### src/rtl/dispatch_steer_unit_if.sv
// Rename-to-dispatch bus: the grouped uop input, RS credit returns and per-pipe dispatch outputs.
interface dispatch_steer_unit_if #(
    parameter int DISP_WIDTH  = 2,
    parameter int NUM_PIPES   = 4,
    parameter int QUEUE_DEPTH = 8,
    parameter int UOP_WIDTH   = 64
) ();
    localparam int PW = $clog2(NUM_PIPES);
    localparam int CW = $clog2(QUEUE_DEPTH) + 1;

    logic [DISP_WIDTH-1:0]           in_valid;
    logic [DISP_WIDTH*UOP_WIDTH-1:0] in_uop;
    logic [DISP_WIDTH*PW-1:0]        in_pipe;
    logic                            in_ready;
    logic                            flush;
    logic [NUM_PIPES-1:0]            rs_release;
    logic [NUM_PIPES-1:0]            out_valid;
    logic [NUM_PIPES*UOP_WIDTH-1:0]  out_uop;
    logic [CW-1:0]                   queue_count;
    logic                            credit_err;

    modport master (
        output in_valid, in_uop, in_pipe, flush, rs_release,
        input  in_ready, out_valid, out_uop, queue_count, credit_err
    );

    modport slave (
        input  in_valid, in_uop, in_pipe, flush, rs_release,
        output in_ready, out_valid, out_uop, queue_count, credit_err
    );
endinterface

### src/rtl/dispatch_steer_unit.sv
// In-order dispatch queue that steers up to DISP_WIDTH uops per cycle to execution pipes,
// gated by per-pipe reservation-station credits.
module dispatch_steer_unit #(
    parameter int DISP_WIDTH  = 2,
    parameter int NUM_PIPES   = 4,
    parameter int QUEUE_DEPTH = 8,
    parameter int UOP_WIDTH   = 64,
    parameter int RS_ENTRIES  = 8
) (
    input  logic                 clk,
    input  logic                 rst,
    dispatch_steer_unit_if.slave dsu_bus
);
    localparam int AW  = $clog2(QUEUE_DEPTH);
    localparam int CW  = AW + 1;
    localparam int PW  = $clog2(NUM_PIPES);
    localparam int CRW = $clog2(RS_ENTRIES) + 1;

    localparam logic [CW-1:0]  DEPTH_C = CW'(QUEUE_DEPTH);
    localparam logic [CW-1:0]  GROUP_C = CW'(DISP_WIDTH);
    localparam logic [CRW-1:0] RS_C    = CRW'(RS_ENTRIES);

    logic [UOP_WIDTH-1:0]                  r_mem      [QUEUE_DEPTH];
    logic [PW-1:0]                         r_pipe_mem [QUEUE_DEPTH];
    logic [AW-1:0]                         r_head;
    logic [AW-1:0]                         r_tail;
    logic [CW-1:0]                         r_count;
    logic [NUM_PIPES-1:0][CRW-1:0]         r_credit;
    logic                                  r_credit_err;
    logic [NUM_PIPES-1:0]                  r_out_valid;
    logic [NUM_PIPES-1:0][UOP_WIDTH-1:0]   r_out_uop;

    logic [DISP_WIDTH-1:0][UOP_WIDTH-1:0]  w_in_uop;
    logic [DISP_WIDTH-1:0][PW-1:0]         w_in_pipe;
    logic [CW-1:0]                         w_free;
    logic                                  w_in_ready;
    logic [DISP_WIDTH-1:0]                 w_lane_we;
    logic [DISP_WIDTH-1:0][AW-1:0]         w_lane_slot;
    logic [CW-1:0]                         w_enq_cnt;
    logic [CW-1:0]                         w_disp_cnt;
    logic [NUM_PIPES-1:0]                  w_pipe_used;
    logic [NUM_PIPES-1:0][UOP_WIDTH-1:0]   w_sel_uop;

    assign w_in_uop  = dsu_bus.in_uop;
    assign w_in_pipe = dsu_bus.in_pipe;

    // Space check ignores entries that this cycle's dispatch will free.
    assign w_free     = DEPTH_C - r_count;
    assign w_in_ready = (w_free >= GROUP_C);

    // Compact valid lanes onto consecutive slots starting at the tail.
    always_comb begin
        w_enq_cnt   = '0;
        w_lane_we   = '0;
        w_lane_slot = '0;
        for (int l = 0; l < DISP_WIDTH; l++) begin
            w_lane_slot[l] = r_tail + w_enq_cnt[AW-1:0];
            if (w_in_ready && !dsu_bus.flush && dsu_bus.in_valid[l]) begin
                w_lane_we[l] = 1'b1;
                w_enq_cnt    = w_enq_cnt + CW'(1);
            end else begin
                w_lane_we[l] = 1'b0;
            end
        end
    end

    // Age-ordered dispatch select; the first blocked entry stops everything younger.
    always_comb begin
        logic [AW-1:0] w_idx;
        logic [PW-1:0] w_pipe;
        logic          w_blocked;
        w_disp_cnt  = '0;
        w_pipe_used = '0;
        w_sel_uop   = '0;
        w_idx       = '0;
        w_pipe      = '0;
        w_blocked   = dsu_bus.flush;
        for (int k = 0; k < DISP_WIDTH; k++) begin
            w_idx  = r_head + AW'(k);
            w_pipe = r_pipe_mem[w_idx];
            if (!w_blocked && (CW'(k) < r_count) &&
                (r_credit[w_pipe] != '0) && !w_pipe_used[w_pipe]) begin
                w_pipe_used[w_pipe] = 1'b1;
                w_sel_uop[w_pipe]   = r_mem[w_idx];
                w_disp_cnt          = w_disp_cnt + CW'(1);
            end else begin
                w_blocked = 1'b1;
            end
        end
    end

    // Queue storage; contents behind the head are don't-care, so no reset is needed.
    always_ff @(posedge clk) begin
        if (!rst) begin
            for (int l = 0; l < DISP_WIDTH; l++) begin
                if (w_lane_we[l]) begin
                    r_mem[w_lane_slot[l]]      <= w_in_uop[l];
                    r_pipe_mem[w_lane_slot[l]] <= w_in_pipe[l];
                end
            end
        end
    end

    // Head/tail/occupancy bookkeeping; pointer adds wrap naturally at AW bits.
    always_ff @(posedge clk) begin
        if (rst || dsu_bus.flush) begin
            r_head  <= '0;
            r_tail  <= '0;
            r_count <= '0;
        end else begin
            r_head  <= r_head + w_disp_cnt[AW-1:0];
            r_tail  <= r_tail + w_enq_cnt[AW-1:0];
            r_count <= r_count + w_enq_cnt - w_disp_cnt;
        end
    end

    // Per-pipe credits; flush leaves them alone because the RS still returns its entries.
    always_ff @(posedge clk) begin
        if (rst) begin
            for (int p = 0; p < NUM_PIPES; p++) begin
                r_credit[p] <= RS_C;
            end
            r_credit_err <= 1'b0;
        end else begin
            for (int p = 0; p < NUM_PIPES; p++) begin
                case ({w_pipe_used[p], dsu_bus.rs_release[p]})
                    2'b10:   r_credit[p] <= r_credit[p] - CRW'(1);
                    2'b01: begin
                        if (r_credit[p] == RS_C) begin
                            r_credit_err <= 1'b1;
                        end else begin
                            r_credit[p] <= r_credit[p] + CRW'(1);
                        end
                    end
                    default: r_credit[p] <= r_credit[p];
                endcase
            end
        end
    end

    // Registered per-pipe dispatch outputs, valid for one cycle only.
    always_ff @(posedge clk) begin
        if (rst) begin
            r_out_valid <= '0;
            r_out_uop   <= '0;
        end else begin
            r_out_valid <= w_pipe_used;
            r_out_uop   <= w_sel_uop;
        end
    end

    assign dsu_bus.in_ready    = w_in_ready;
    assign dsu_bus.out_valid   = r_out_valid;
    assign dsu_bus.out_uop     = r_out_uop;
    assign dsu_bus.queue_count = r_count;
    assign dsu_bus.credit_err  = r_credit_err;
endmodule

### src/flat_wrapper.sv
// flat-port wrapper written by rule: the top's interface ports become plain ports
module dispatch_steer_unit_flat 
#(
    parameter int DISP_WIDTH  = 2,
    parameter int NUM_PIPES   = 4,
    parameter int QUEUE_DEPTH = 8,
    parameter int UOP_WIDTH   = 64,
    parameter int RS_ENTRIES  = 8
)
  (clk, rst, dsu_bus_in_valid, dsu_bus_in_uop, dsu_bus_in_pipe, dsu_bus_flush, dsu_bus_rs_release, dsu_bus_in_ready, dsu_bus_out_valid, dsu_bus_out_uop, dsu_bus_queue_count, dsu_bus_credit_err);
  dispatch_steer_unit_if #(.DISP_WIDTH(DISP_WIDTH), .NUM_PIPES(NUM_PIPES), .QUEUE_DEPTH(QUEUE_DEPTH), .UOP_WIDTH(UOP_WIDTH)) dsu_bus_i ();
  input  logic clk;
  input  logic rst;
  input wire logic [$bits(dsu_bus_i.in_valid)-1:0] dsu_bus_in_valid;
  input wire logic [$bits(dsu_bus_i.in_uop)-1:0] dsu_bus_in_uop;
  input wire logic [$bits(dsu_bus_i.in_pipe)-1:0] dsu_bus_in_pipe;
  input wire logic [$bits(dsu_bus_i.flush)-1:0] dsu_bus_flush;
  input wire logic [$bits(dsu_bus_i.rs_release)-1:0] dsu_bus_rs_release;
  output wire logic [$bits(dsu_bus_i.in_ready)-1:0] dsu_bus_in_ready;
  output wire logic [$bits(dsu_bus_i.out_valid)-1:0] dsu_bus_out_valid;
  output wire logic [$bits(dsu_bus_i.out_uop)-1:0] dsu_bus_out_uop;
  output wire logic [$bits(dsu_bus_i.queue_count)-1:0] dsu_bus_queue_count;
  output wire logic [$bits(dsu_bus_i.credit_err)-1:0] dsu_bus_credit_err;
  assign dsu_bus_i.in_valid = dsu_bus_in_valid;
  assign dsu_bus_i.in_uop = dsu_bus_in_uop;
  assign dsu_bus_i.in_pipe = dsu_bus_in_pipe;
  assign dsu_bus_i.flush = dsu_bus_flush;
  assign dsu_bus_i.rs_release = dsu_bus_rs_release;
  assign dsu_bus_in_ready = dsu_bus_i.in_ready;
  assign dsu_bus_out_valid = dsu_bus_i.out_valid;
  assign dsu_bus_out_uop = dsu_bus_i.out_uop;
  assign dsu_bus_queue_count = dsu_bus_i.queue_count;
  assign dsu_bus_credit_err = dsu_bus_i.credit_err;
  dispatch_steer_unit #(.DISP_WIDTH(DISP_WIDTH), .NUM_PIPES(NUM_PIPES), .QUEUE_DEPTH(QUEUE_DEPTH), .UOP_WIDTH(UOP_WIDTH), .RS_ENTRIES(RS_ENTRIES)) u_core (.clk(clk), .rst(rst), .dsu_bus(dsu_bus_i));
endmodule
### config.mk
export PLATFORM = sky130hd
export DESIGN_NAME = dispatch_steer_unit_flat
export DESIGN_NICKNAME = d
export VERILOG_FILES = /design/src/rtl/dispatch_steer_unit_if.sv /design/src/rtl/dispatch_steer_unit.sv /design/src/flat_wrapper.sv
export SDC_FILE = /design/constraint.sdc
export NUM_CORES = 2
export LEC_CHECK = 0
export BUFFER_PORTS_ARGS = -buffer_cell sky130_fd_sc_hd__buf_2
export CORE_MARGIN = 1.5
export CORE_UTILIZATION = 55
export CTS_BUF_LIST = sky130_fd_sc_hd__clkbuf_4 sky130_fd_sc_hd__clkbuf_8 sky130_fd_sc_hd__clkbuf_16
export CTS_CLUSTER_DIAMETER = 80
export CTS_CLUSTER_SIZE = 14
export DETAILED_ROUTE_END_ITERATION = 8
export GPL_TIMING_DRIVEN = 0
export PLACE_DENSITY_LB_ADDON = 0.1
export SLEW_MARGIN = 0
export SYNTH_ARGS = -nofsm -noshare
export SYNTH_HDL_FRONTEND = slang
export SYNTH_SLANG_ARGS = --single-unit
### constraint.sdc
create_clock -name clk -period 11.98 [get_ports clk]
set_clock_uncertainty 0.05 [all_clocks]
set_input_delay 3.594 -clock clk [delete_from_list [all_inputs] [get_ports clk]]
set_output_delay 3.594 -clock clk [all_outputs]
set_load 0.01 [all_outputs]
# Yosys cells after proc, flatten, opt, wreduce, memory -nomap -nowiden
# Memory sizes are Yosys's and may differ from the RTL's. A register that Yosys moved wholly into a read port is not among the register bits.
# Index checks and enable logic that the tools add are counted.
# totals
ff_bits,287
ram_bits,528
inputBits,141
out_inout_bits,266
elab_cells,135
mem_count,2
# classes
addsub,17
n_lt_le_gt_ge,7
eq_ne,16
n_mux,52
bitwise_logic,2
n_reduce_logical,26
# memory_table
name,words,width,read_ports,rd_ports_with_merged_regs,write_ports,line,rtl
u_core.r_mem,8,64,2,1,2,dispatch_steer_unit.sv:23,logic [UOP_WIDTH-1:0] r_mem [QUEUE_DEPTH];
u_core.r_pipe_mem,8,2,2,1,2,dispatch_steer_unit.sv:24,logic [PW-1:0] r_pipe_mem [QUEUE_DEPTH];
# op_table
op,count
256-bit 2-to-1 mux,2
256-bit bitwise AND,1
256-bit bitwise mux,1
64-bit demux with 2-bit select,2
64-bit 2-to-1 mux,2
4-bit 2-to-1 mux,10
4-bit case mux with 2 select lines,4
1-bit 2-to-1 mux,23
"4-bit by 1-bit adder with 4-bit output, second input constant",4
4-bit binary-select mux with 2-bit select,2
"4-bit == test, second input constant",4
"4-bit by 1-bit subtractor with 4-bit output, second input constant",4
1-bit logical AND,11
"2-bit by 1-bit == test with 1-bit output, second input constant",4
"2-bit == test, second input constant",4
"1-bit by 4-bit less-than comparator with 1-bit output, first input constant",2
"2-bit inequality test, second input constant",4
2-bit AND reduction,4
2-bit nonzero test,4
4-bit nonzero test,2
3-bit adder,2
"2-bit by 3-bit less-than comparator with 1-bit output, second input constant",2
3-bit 2-to-1 mux,2
"1-bit by 1-bit adder with 2-bit output, second input constant",2
12 further kinds,18

# Longest topological paths before layout
# depth
word_depth,19
depth_mapped,16
mapped_depth_nobuf,16

# Least setup slack after synthesis
# No wires, ideal clock.
# synth_path
kind,input -> register
start,input dsu_bus_flush
end,memory u_core.r_mem[0][0] (enable)
setup_ns,0.588
arrival_time_ns,9.073
required_ns,11.342
setup_slack_ns,2.269
path_stages,4
n_path_buf,0
path_cell_list,a21oi_1 nand2_1 or3_1 o31ai_1
# synth_rtl
item,line,rtl
start: declaration,flat_wrapper.sv:17,input wire logic [$bits(dsu_bus_i.flush)-1:0] dsu_bus_flush;
end: declaration,dispatch_steer_unit.sv:23,

==> run_results.csv <==
group,metric,value,unit
outcome,status,"finished with violations",
outcome,violations,"capacitance limit, slew limit",
place,placement_stage_worst_setup_slack,3.959,ns
cts,worst_setup_hold_path_clk_slew,0.07,ns
sta,final-max-slew-violation-count,11,
routing,wl_per_cell,29.88,µm
setup_path,worst-setup-path-type,"in2reg",
cts,cts.hold.buffers_added,0,
setup_path,wp_buf_inv,8,
pwr,worst_ir_drop_vdd,0.09382,mV
cts,tritoncts.num_buffers,68,
synthesis,syn_std_cell_area,40880,µm²
setup_path,timing.critical_path.arrival,7.89,ns
synthesis,synth_cells,2861,
place,finalWeightedCongestion,0.8857,
setup_path,worst-endpoint-required,12.31,ns
sta,timing.hold.ws,0.4988,ns
pwr,power.leakage,0.01699,µW
sta,grt_setup_unrepaired,"false",
cts,clock_path_buffers,3,
setup_path,crit_path_cell_trace,"buf_2 -> a21oi_1 -> nand2_1 -> inv_1 -> ha_1 -> ha_1 -> xor2_1 -> nor2_1 -> nand2_1 -> clkbuf_1 -> clkbuf_1 -> o31ai_4 -> buf_16 -> buf_8 -> buf_16 -> buf_16",
sta,fin_ws,4.422,ns
die,design.die.area,75970,µm²
routing,totalWireLength,131800,µm
grt,grt_first_pass_wirelength,187900,µm
sta,setup_viol,0,
sta,final.setup.tns,0,ns
die,floorplan.core_area,73210,µm²
place,port_buffers,405,
setup_path,critPathTopFamily,"buffers and inverters",
grt,vias_in_the_first_global_route,29009,
pwr,total_power,7921,µW
synthesis,postSynthNetCount,3032,
finish,commonest_cells_after_routing_fill_and_taps_aside,"sky130_fd_sc_hd__mux2_2, sky130_fd_sc_hd__edfxtp_1, sky130_fd_sc_hd__buf_2, sky130_fd_sc_hd__nor2_1, sky130_fd_sc_hd__dfxtp_1",
place,dp.final_hpwl,90620,µm
setup_path,crit_fanout,12,
grt,grt_max_degree,21,
finish,area_growth_syn_to_layout,15.88,%
hold_path,hp-class,"reg2reg",
sta,timing.final.crit_share,0.6309,
setup_path,cpPeakStageDelay,0.77,ns
routing,final_routed_drc_violation_total,0,
cts,cts_tree,"done",
setup_path,path_common_cell,"sky130_fd_sc_hd__buf_16",
finish,finish.net_count,3546,
finish,layout_commonest_cell,"sky130_fd_sc_hd__mux2_2",
synthesis,yosys_warnings,0,
synthesis,dominantRegCellSynth,"sky130_fd_sc_hd__edfxtp_1",
synthesis,ys_seq_area_frac,0.5284,
sta,finalWorstPathRequiredPeriod,7.558,ns
sta,clock.fmax,132.3,MHz
finish,final_layout_size_suffix_gt1_frac,0.4638,
synthesis,synth_edf_count,528,
sta,slew_headroom,-0.05214,
setup_path,critPathCaptureType,"flip-flop",
grt,grt_antenna_before_repair,41,
routing,vias,29129,
die,floorplan.io_pins,407,
sta,max_slew.worst_pin.slew,1.578,ns
cts,clock-root-buffer,"sky130_fd_sc_hd__clkbuf_16",
routing,routed_antenna_nets,0,
pwr,pwr_dens,167.2,nW/µm²
place,placed_area,45090,µm²
grt,gr-usage-all-layers,0.3422,
die,rows,99,
sta,final_hold_viol_count,0,
cts,post-cts-setup-buffers,0,
finish,final_design_area_no_fill,47370,µm²
die,start_util,0.5584,
cts,clock-sinks,815,
grt,grt_remaining_overflow,0,
synthesis,synthArstFlopShare,0,
cts,cts.repair.resized,0,
synthesis,post_synth.cell_area_avg,14.29,µm²
die,die_y,275.6,µm
die,chipWidth,275.6,µm
finish,total_of_fill_cells_in_the_finished_design,5336,
synthesis,number_of_distinct_standard_cells_referenced_by_the_synthesized_netlist,59,
cts,worst_skew_pair.late_latency,0.63,ns
routing,initialDrtViolationCount,3839,
flow_run,drv.max_cap_violation_count,1,
routing,vias_per_cell,6.601,
cts,h-tree-depth,3,
routing,first_pass_iters,6,
setup_path,start_kind,"input pin",
setup_path,cpMaxStageDelayCell,"sky130_fd_sc_hd__clkbuf_1",
synthesis,synth-seq-cells,815,
-- state kept, by name (all words and copies together) (netlist names) --
register	flops
u_core.r_mem	512
u_core.r_credit	16
u_core.r_tail	3
u_core.dsu_bus.credit_err	1
u_core.r_head	3
u_core.dsu_bus.queue_count	4
u_core.dsu_bus.out_uop	256
u_core.dsu_bus.out_valid	4
u_core.r_pipe_mem	16
-- cells in the mapped netlist (all sizes together), types with 2 or more instances --
master / number / area (µm²)
fa: 8 / 160.2
nor3: 136 / 680.7
o21bai: 3 / 26.27
nand3: 4 / 20.02
and2: 4 / 25.02
mux2i: 21 / 235.2
buf: 97 / 504.2
o22a: 2 / 17.52
o21ai: 9 / 52.55
xor2: 7 / 76.32
ha: 22 / 275.3
nand2b: 10 / 62.56
or2: 5 / 33.79
nand2: 24 / 90.09
nor3b: 3 / 22.52
nor4b: 2 / 17.52
o31ai: 2 / 15.01
or3: 4 / 25.02
dfxtp: 287 / 5746
xnor2: 6 / 52.55
clkbuf: 123 / 461.7
edfxtp: 528 / 15860
nor2b: 12 / 75.07
a21o: 6 / 45.04
inv: 23 / 86.33
a32oi: 3 / 26.28
a21oi: 8 / 40.04
mux4: 261 / 5882
and3: 2 / 12.51
a22oi: 128 / 960.9
nor4: 6 / 37.54
o211ai: 4 / 40.03
mux2: 670 / 7548
nor2: 420 / 1582
-- where the power goes --
group | internal [µW] | switching, µW
registers | 3190 | 93.0
clock network | 1240 | 1030
logic | 1030 | 1340
-- worst paths after layout --
kind	endpoint	depth (start not counted)	from	slack, ns
worst min register to register	u_core.r_credit[3]	2	u_core.r_credit[3]	0.50
worst max-delay path	u_core.r_mem[0][24]	16	dsu_bus_flush	4.42
worst min-delay path	u_core.r_credit[3]	2	u_core.r_credit[3]	0.50
worst max register to register	u_core.r_mem[0][24]	19	u_core.dsu_bus.queue_count[0]	6.27
-- kinds of logic (layout without fill, tap and decap cells) --
group | count (synthesis) | in the layout | synth area share
other | 0 | 30 | 0
multiplexers | 952 | 952 | 0.3343
buffers and inverters | 243 | 806 | 0.02574
AO/OA/AOI/OAI | 172 | 172 | 0.03140
XOR/XNOR | 13 | 13 | 0.003152
AND/OR/NAND/NOR | 636 | 636 | 0.06641
flip-flops | 815 | 815 | 0.5284
adder cells (fa/ha/maj) | 30 | 30 | 0.01065
-- per-layer routing --
layer	vias to the layer above	wire [µm]	track usage
met5	-	247	0
met4	36	4316	0.1330
met3	312	15410	0.08943
met2	1941	62370	0.5373
met1	14737	49500	0.4570
li1	12103	-	-
-- area by class of cell --
type | instances | area [µm²] | share of cell area
plain buffers | 220 | 965.9 | 0.02039
flip-flops and latches | 815 | 21600 | 0.4560
diodes | 30 | 75.07 | 0.001585
well taps | 959 | 1200 | 0.02533
clock buffers | 118 | 2182 | 0.04606
inverters | 23 | 86.33 | 0.001822
repair buffers | 444 | 2930 | 0.06186
multi-input cells | 1803 | 18320 | 0.3868
clock inverters | 1 | 8.758 | 0.0001849
-- through the flow --
stage / utilization / std cells
6_report: 0.6471 / 4413
5_1_grt: 0.6466 / 4398
4_1_cts: 0.6459 / 4382
3_5_place_dp: 0.6160 / 4263
3_3_place_gp: 0.6025 / 4225
2_1_floorplan: - / 2861
-- worst min-delay path, stage by stage, from the launching register on --
cell and delay (ns):
sky130_fd_sc_hd__dfxtp_1 0.33, sky130_fd_sc_hd__nor2_1 0.10, sky130_fd_sc_hd__mux2i_1 0.07
No activity file was read; power rests on OpenSTA's default activity.
